[src/rtl/gpio_in_pkg.sv]
// gpio_in_pkg: shared widths, register offset codes and helpers for the
// memory-mapped GPIO input port.
//   GPIOIN_WORDSIZE  CPU data/address bus width
//   GPIOIN_ECNT_W    width of the edge-event counter
//   GPIOIN_DEB_W     width of the per-pin debounce counter
//   gpioin_off_e     register codes taken from address offset bits [3:2]
package gpio_in_pkg;

  localparam int GPIOIN_WORDSIZE = 32;
  localparam int GPIOIN_ECNT_W   = 16;
  localparam int GPIOIN_DEB_W    = 16;

  typedef enum logic [1:0] {
    GPIOIN_OFF_DATA = 2'd0,
    GPIOIN_OFF_RISE = 2'd1,
    GPIOIN_OFF_FALL = 2'd2,
    GPIOIN_OFF_ECNT = 2'd3
  } gpioin_off_e;

  // Increment that sticks at all-ones instead of wrapping.
  function automatic logic [GPIOIN_ECNT_W-1:0] ecnt_sat_inc(
    input logic [GPIOIN_ECNT_W-1:0] v
  );
    return (v == '1) ? v : v + GPIOIN_ECNT_W'(1);
  endfunction

endpackage

[src/rtl/gpio_in_if.sv]
// gpio_in_if: CPU data-bus view of the GPIO input register window.
//   addr   byte address from the ALU          (master -> slave)
//   wdata  store data                         (master -> slave)
//   we     store strobe                       (master -> slave)
//   hit    address lies in the register window, combinational (slave -> master)
//   rdata  read data, combinational, 0 on miss (slave -> master)
interface gpio_in_if;
  import gpio_in_pkg::*;

  logic [GPIOIN_WORDSIZE-1:0] addr;
  logic [GPIOIN_WORDSIZE-1:0] wdata;
  logic                       we;
  logic                       hit;
  logic [GPIOIN_WORDSIZE-1:0] rdata;

  modport master (output addr, output wdata, output we, input hit, input rdata);
  modport slave  (input addr, input wdata, input we, output hit, output rdata);

endinterface

[src/rtl/gpio_in_debounce.sv]
// gpio_in_debounce: one pin of the GPIO input port.
// Two-flop synchroniser followed by a stability counter; the accepted level
// only moves after the synchronised pin has disagreed with it for DEB_CYCLES
// consecutive cycles.
//   i_clk    system clock
//   i_rst_n  asynchronous active-low reset
//   i_pin    raw asynchronous board pin
//   o_level  debounced (accepted) level
//   o_rise   high in the cycle whose clock edge commits a 0->1 change
//   o_fall   high in the cycle whose clock edge commits a 1->0 change
module gpio_in_debounce
  import gpio_in_pkg::*;
#(
  parameter logic [GPIOIN_DEB_W-1:0] DEB_CYCLES = 16'd50000
) (
  input  logic i_clk,
  input  logic i_rst_n,
  input  logic i_pin,
  output logic o_level,
  output logic o_rise,
  output logic o_fall
);

  logic                    r_sync1;
  logic                    r_sync2;
  logic                    r_stable;
  logic [GPIOIN_DEB_W-1:0] r_cnt;

  logic w_differs;
  logic w_commit;

  assign w_differs = (r_sync2 != r_stable);
  // r_cnt counts the earlier differing cycles, so the current one is the
  // DEB_CYCLES-th when r_cnt has reached DEB_CYCLES-1.
  assign w_commit  = w_differs && (r_cnt == DEB_CYCLES - GPIOIN_DEB_W'(1));

  always_ff @(posedge i_clk or negedge i_rst_n) begin
    if (!i_rst_n) begin
      r_sync1  <= 1'b0;
      r_sync2  <= 1'b0;
      r_stable <= 1'b0;
      r_cnt    <= '0;
    end else begin
      r_sync1 <= i_pin;
      r_sync2 <= r_sync1;
      if (!w_differs) begin
        r_cnt <= '0;
      end else if (w_commit) begin
        r_stable <= r_sync2;
        r_cnt    <= '0;
      end else begin
        r_cnt <= r_cnt + GPIOIN_DEB_W'(1);
      end
    end
  end

  assign o_level = r_stable;
  assign o_rise  = w_commit &  r_sync2;
  assign o_fall  = w_commit & ~r_sync2;

endmodule

[src/rtl/gpio_in.sv]
// gpio_in: memory-mapped GPIO input port on the CPU data bus.
// Debounces N_PINS board pins, keeps sticky write-1-to-clear edge flags and a
// saturating edge-event counter, and returns read data combinationally.
//   CLK      system clock
//   reset    asynchronous active-low reset
//   pins_in  raw asynchronous board pins
//   bus      gpio_in_if slave: addr/wdata/we in, hit/rdata out
// Register window at BASE_ADDR (offset bits [3:2]):
//   0x0 DATA (RO), 0x4 RISE (W1C), 0x8 FALL (W1C), 0xC ECNT (any write clears)
// Build option: GPIOIN_FALL_EDGE_EN implements FALL and counts falls in ECNT;
// without it offset 0x8 reads 0 and only rises are counted.
module gpio_in
  import gpio_in_pkg::*;
#(
  parameter int                          N_PINS     = 4,
  parameter logic [GPIOIN_WORDSIZE-1:0]  BASE_ADDR  = 32'h0000_1000,
  parameter logic [GPIOIN_DEB_W-1:0]     DEB_CYCLES = 16'd50000
) (
  input  logic              CLK,
  input  logic              reset,
  input  logic [N_PINS-1:0] pins_in,
  gpio_in_if.slave          bus
);

  logic [GPIOIN_WORDSIZE-1:0] w_delta;
  logic                       w_hit;
  gpioin_off_e                w_off;
  logic                       w_wr;

  logic [N_PINS-1:0] w_level;
  logic [N_PINS-1:0] w_rise_p;
  logic [N_PINS-1:0] w_fall_p;
  logic [N_PINS-1:0] w_rise_clr;
  logic              w_event;
  logic              w_ecnt_clr;

  logic [N_PINS-1:0]        r_rise;
  logic [GPIOIN_ECNT_W-1:0] r_ecnt;

  logic [GPIOIN_WORDSIZE-1:0] w_rdata;
  logic                       w_unused;

  // Window check by subtraction so BASE_ADDR only needs word alignment.
  assign w_delta = bus.addr - BASE_ADDR;
  assign w_hit   = (bus.addr >= BASE_ADDR) && (w_delta < GPIOIN_WORDSIZE'(16));
  assign w_off   = gpioin_off_e'(w_delta[3:2]);
  assign w_wr    = bus.we && w_hit;

  for (genvar g = 0; g < N_PINS; g++) begin : g_pin
    gpio_in_debounce #(
      .DEB_CYCLES (DEB_CYCLES)
    ) u_deb (
      .i_clk   (CLK),
      .i_rst_n (reset),
      .i_pin   (pins_in[g]),
      .o_level (w_level[g]),
      .o_rise  (w_rise_p[g]),
      .o_fall  (w_fall_p[g])
    );
  end

  assign w_rise_clr = (w_wr && (w_off == GPIOIN_OFF_RISE)) ? bus.wdata[N_PINS-1:0] : '0;
  assign w_ecnt_clr = w_wr && (w_off == GPIOIN_OFF_ECNT);

  // New edges are OR-ed in after the clear so a same-cycle set survives.
  always_ff @(posedge CLK or negedge reset) begin
    if (!reset) begin
      r_rise <= '0;
    end else begin
      r_rise <= (r_rise & ~w_rise_clr) | w_rise_p;
    end
  end

`ifdef GPIOIN_FALL_EDGE_EN
  logic [N_PINS-1:0] w_fall_clr;
  logic [N_PINS-1:0] r_fall;

  assign w_fall_clr = (w_wr && (w_off == GPIOIN_OFF_FALL)) ? bus.wdata[N_PINS-1:0] : '0;

  always_ff @(posedge CLK or negedge reset) begin
    if (!reset) begin
      r_fall <= '0;
    end else begin
      r_fall <= (r_fall & ~w_fall_clr) | w_fall_p;
    end
  end

  assign w_event  = (|w_rise_p) | (|w_fall_p);
  assign w_unused = ^{bus.wdata, w_delta[GPIOIN_WORDSIZE-1:4], w_delta[1:0]};
`else
  assign w_event  = |w_rise_p;
  assign w_unused = ^{bus.wdata, w_delta[GPIOIN_WORDSIZE-1:4], w_delta[1:0], w_fall_p};
`endif

  // One count per cycle with any edge, however many pins moved. A clear that
  // coincides with an event leaves that event counted.
  always_ff @(posedge CLK or negedge reset) begin
    if (!reset) begin
      r_ecnt <= '0;
    end else if (w_ecnt_clr) begin
      r_ecnt <= GPIOIN_ECNT_W'(w_event);
    end else if (w_event) begin
      r_ecnt <= ecnt_sat_inc(r_ecnt);
    end
  end

  always_comb begin
    w_rdata = '0;
    if (w_hit) begin
      case (w_off)
        GPIOIN_OFF_DATA: w_rdata[N_PINS-1:0] = w_level;
        GPIOIN_OFF_RISE: w_rdata[N_PINS-1:0] = r_rise;
`ifdef GPIOIN_FALL_EDGE_EN
        GPIOIN_OFF_FALL: w_rdata[N_PINS-1:0] = r_fall;
`else
        GPIOIN_OFF_FALL: w_rdata = '0;
`endif
        GPIOIN_OFF_ECNT: w_rdata[GPIOIN_ECNT_W-1:0] = r_ecnt;
        default:         w_rdata = '0;
      endcase
    end
  end

  assign bus.hit   = w_hit;
  assign bus.rdata = w_rdata;

endmodule

[src/flat_wrapper.sv]
// flat-port wrapper written by rule: the top's interface ports become plain ports
module gpio_in_flat import gpio_in_pkg::*;
#(
  parameter int                          N_PINS     = 4,
  parameter logic [GPIOIN_WORDSIZE-1:0]  BASE_ADDR  = 32'h0000_1000,
  parameter logic [GPIOIN_DEB_W-1:0]     DEB_CYCLES = 16'd50000
)
  (CLK, reset, pins_in, bus_addr, bus_wdata, bus_we, bus_hit, bus_rdata);
  gpio_in_if bus_i ();
  input  logic CLK;
  input  logic reset;
  input  logic [N_PINS-1:0] pins_in;
  input wire logic [$bits(bus_i.addr)-1:0] bus_addr;
  input wire logic [$bits(bus_i.wdata)-1:0] bus_wdata;
  input wire logic [$bits(bus_i.we)-1:0] bus_we;
  output wire logic [$bits(bus_i.hit)-1:0] bus_hit;
  output wire logic [$bits(bus_i.rdata)-1:0] bus_rdata;
  assign bus_i.addr = bus_addr;
  assign bus_i.wdata = bus_wdata;
  assign bus_i.we = bus_we;
  assign bus_hit = bus_i.hit;
  assign bus_rdata = bus_i.rdata;
  gpio_in #(.N_PINS(N_PINS), .BASE_ADDR(BASE_ADDR), .DEB_CYCLES(DEB_CYCLES)) u_core (.CLK(CLK), .reset(reset), .pins_in(pins_in), .bus(bus_i));
endmodule
[config.mk]
export PLATFORM = sky130hd
export DESIGN_NAME = gpio_in_flat
export DESIGN_NICKNAME = d
export VERILOG_FILES = /design/src/rtl/gpio_in_pkg.sv /design/src/rtl/gpio_in_if.sv /design/src/rtl/gpio_in_debounce.sv /design/src/rtl/gpio_in.sv /design/src/flat_wrapper.sv
export SDC_FILE = /design/constraint.sdc
export NUM_CORES = 1
export LEC_CHECK = 0
export BUFFER_PORTS_ARGS = -buffer_cell sky130_fd_sc_hd__clkbuf_2
export CAP_MARGIN = 20
export CORE_ASPECT_RATIO = 1.25
export CORE_MARGIN = 1
export CORE_UTILIZATION = 25
export DETAILED_ROUTE_END_ITERATION = 12
export PLACE_DENSITY = 0.45
export SLEW_MARGIN = 20
export SYNTH_ARGS = -nofsm -noshare
export SYNTH_HDL_FRONTEND = slang
export SYNTH_SLANG_ARGS = --single-unit
[constraint.sdc]
create_clock -name CLK -period 7.6 [get_ports CLK]
set_clock_uncertainty 0.05 [all_clocks]
set_input_delay 0.76 -clock CLK [delete_from_list [all_inputs] [get_ports CLK]]
set_output_delay 0.76 -clock CLK [all_outputs]
set_load 0.05 [all_outputs]
==> reports/metrics.yaml <==
run_status:
  status: "finished, final reports clean"
global_route:
  grt_max_degree: 50
  grt_pass1_vias: 3742
  grt_use_total_pct: 11.1
  grt_remaining_overflow: 0
  grt_pass1_wl_um: 18000
  antenna_found_initial: 0
cts:
  cts_hold_buf: 0
  post_cts_buffers: 0
  cts.repair.resized: 0
  clk_pin_slew_ns: 0.07
  cts.sinks: 96
  cts_buffer_depth: 2
  cts_tree: "built"
  ctsHtreeMaxLevel: 3
  insertion_delay_ns: 0.35
  ctsRootBufferMaster: "clkbuf_16"
  numCtsBuffers: 9
die:
  die_area_mm2: 0.0203
  rows: 57
  dieHeight_um: 159
  initial_core_util_pct: 25.4
  io_pins: 104
  fp.dieW_um: 128
  fp.coreArea_mm2: 0.0194
sta:
  layout_min_cycle_time_ns: 3.98
  worst_pin_slew_ns: 1.09
  finalHoldViolCount: 0
  setup_viol: 0
  tns_ns: 0
  rsz0062_at_grt: "no"
  period_share_pct: 52.4
  max-slew-margin-rel_pct: 27.1
  fmax_mhz: 251
  drv_slew: 0
critical_path:
  crit_required_ns: 6.79
  crit_path_end_kind: "primary output"
  worstPathCellList: "clkbuf_2 -> nor3_1 -> nand2_1 -> a221oi_1 -> nand2_1 -> nor2_1 -> and2_1 -> clkbuf_2"
  critPathTopFamily: "simple AND/OR/NAND/NOR gates"
  critPathSlowestCell: "a221oi_1"
  cp_num_buf_inv: 2
  critPathLaunchType: "input port"
  path_class: "in -> out"
  critPathLaunch: "bus_addr[13]"
  r2r_start: "u_core.g_pin[1].u_deb.r_cnt[10]"
  path_max_fanout: 12
  critPathMaxStageDelay_ns: 0.53
  worst_ep_arrival_time_ns: 3.17
pwr:
  pwr-share-comb_pct: 5.6
  p_sw_uw: 254
  power_density_mw_per_mm2: 187
  p_leak_uw: 0.00260
  clock_power_share_pct: 46.0
  p_total_uw: 1080
  ir_drop_mv: 0.102
  switching_share_pct: 23.5
  p_int_uw: 826
  seq_power_share_pct: 48.4
synth:
  syn-cell-area_mm2: 0.00493
  yosys_most_used_dff: "dfrtp_1"
  synthCells: 509
  synth_top_area_share_pct: 48.7
  yosysUniqueCellTypes: 49
  synthTopCellsByArea: "dfrtp_1 49%, nor2_1 5.9%, xnor2_1 5.5%"
  ys_seq_elements: 96
  yosysSeqAreaShare_pct: 48.7
  yosysTopAreaCell: "dfrtp_1"
  postSynthAreaPerCell_um2: 9.69
  synth_commonest_cells: "96 x dfrtp_1, 78 x nor2_1, 38 x nand3_1"
  async_flop_share_pct: 100
  synth_most_common_cell: "dfrtp_1"
  ys_warn_count: 0
  synth-edff-count: 0
detailed_routing:
  drtPass1Iterations: 4
  drt_iter0_drc: 266
  vias: 3718
  wl_um: 10700
  wl_per_cell_um: 12.8
  drt-vias-per-instance: 4.45
  postRouteAntennaNets: 0
  drc: 0
finish:
  drive_above_1_share_pct: 15.3
  diodes: 0
  nets: 641
  utilization_pct: 29.8
  regArea_mm2: 0.00240
  area_growth_pct: 17.1
  multi_input_area_mm2: 0.00238
  n_fill_cell: 2058
min_path:
  hp-start: "u_core.g_pin[0].u_deb.r_sync1"
  worstHoldPathType: "reg -> reg"
placement:
  gp_congestion: 0.771
  io_buffers: 57
  dp_hpwl_um: 7740
job:
  maxCapViolations: 0
[stage by stage]
| step | hold slack, ns | worst slack, ns | cell area (µm²) | std cells |
|---|---|---|---|---|
| after global routing | 0.309 | 3.21 | 5770 | 835 |
| after detailed placement | 0.286 | 3.58 | 5440 | 819 |
| final | 0.300 | 3.62 | 5770 | 835 |
| after CTS | 0.303 | 3.58 | 5770 | 835 |
| after global placement | 0.285 | 3.66 | 5440 | 819 |
| after floorplan | 0.281 | 4.16 | 4990 | 524 |
[layout by cell type, fill, tap and decap left out, types with 2 or more instances in the layout]
master,count
dfrtp_1,96
nor2_1,78
clkbuf_2,56
nand3_1,38
and3_1,34
xnor2_1,31
nand2_1,29
xor2_1,28
a21oi_1,16
conb_1,16
and2_1,15
or3_1,12
nand4_1,10
o21ai_1,10
clkbuf_16,9
nor3_1,7
nor4_1,7
inv_1,6
mux2_2,6
nor4bb_1,5
ha_1,5
a22oi_1,4
a21o_1,4
o21ai_0,4
nor4b_1,3
nand2b_1,3
nor3b_1,3
o31ai_1,3
or4_1,3
clkinv_4,3
buf_4,3
o41ai_1,2
bufinv_16,2
inv_6,2
[final timing paths]
| check | end | slack (ns) | depth (start not counted) |
|---|---|---|---|
| worst max-delay path | bus_rdata[10] | 3.62 | 8 |
| worst min-delay path | u_core.g_pin[0].u_deb.r_sync2 | 0.30 | 0 |
| worst max register to register | u_core.r_ecnt[7] | 4.95 | 7 |
| worst min register to register | u_core.g_pin[0].u_deb.r_sync2 | 0.30 | 0 |
| max in group asynchronous | u_core.g_pin[1].u_deb.r_sync1 | 6.01 | 2 |
| min in group asynchronous | u_core.g_pin[1].u_deb.r_cnt[10] | 0.38 | 1 |
[routing by layer]
| metal | track usage (%) | vias to the layer above | wire, µm |
|---|---|---|---|
| met2 | 18.8 | 61 | 5330 |
| met3 | 2.02 | 6 | 276 |
| met5 | 0 | - | 0 |
| li1 | - | 1853 | - |
| met1 | 14.0 | 1798 | 4970 |
| met4 | 3.90 | 0 | 138 |
[power by group through the flow]
stage | clock network [µW] | logic (µW) | registers (µW)
after global placement | 0 | 61.1 | 532
after global routing | 538 | 68.6 | 523
after CTS | 518 | 62.3 | 523
after floorplan | 0 | 41.6 | 531
final | 497 | 60.7 | 523
after detailed placement | 0 | 62.1 | 533
[registers in the layout, summed over array words and instances (netlist names)]
name	count
u_core.g_pin.u_deb.o_level	4
u_core.g_pin.u_deb.r_sync1	4
u_core.g_pin.u_deb.r_cnt	64
u_core.r_rise	4
u_core.r_ecnt	16
u_core.g_pin.u_deb.r_sync2	4
[logic make-up after synthesis]
logic type | synth area share [%]
and+or+nand+nor | 27.5
adders and majority gates | 1.27
buffers and inverters | 4.06
xor gates and xnor gates | 10.5
other | 0.0761
muxes | 1.57
DFF | 48.7
AOI/OAI and AO/OA | 6.29
[cell type report]
type / count / share of cell area (%)
clock inverters: 7 / 1.80
repair buffers: 59 / 5.25
well taps: 265 / 5.74
multi-input cells: 393 / 41.3
inverters: 6 / 0.390
clock buffers: 9 / 3.90
flip-flops and latches: 96 / 41.6
(Power assumes the default switching activity.)
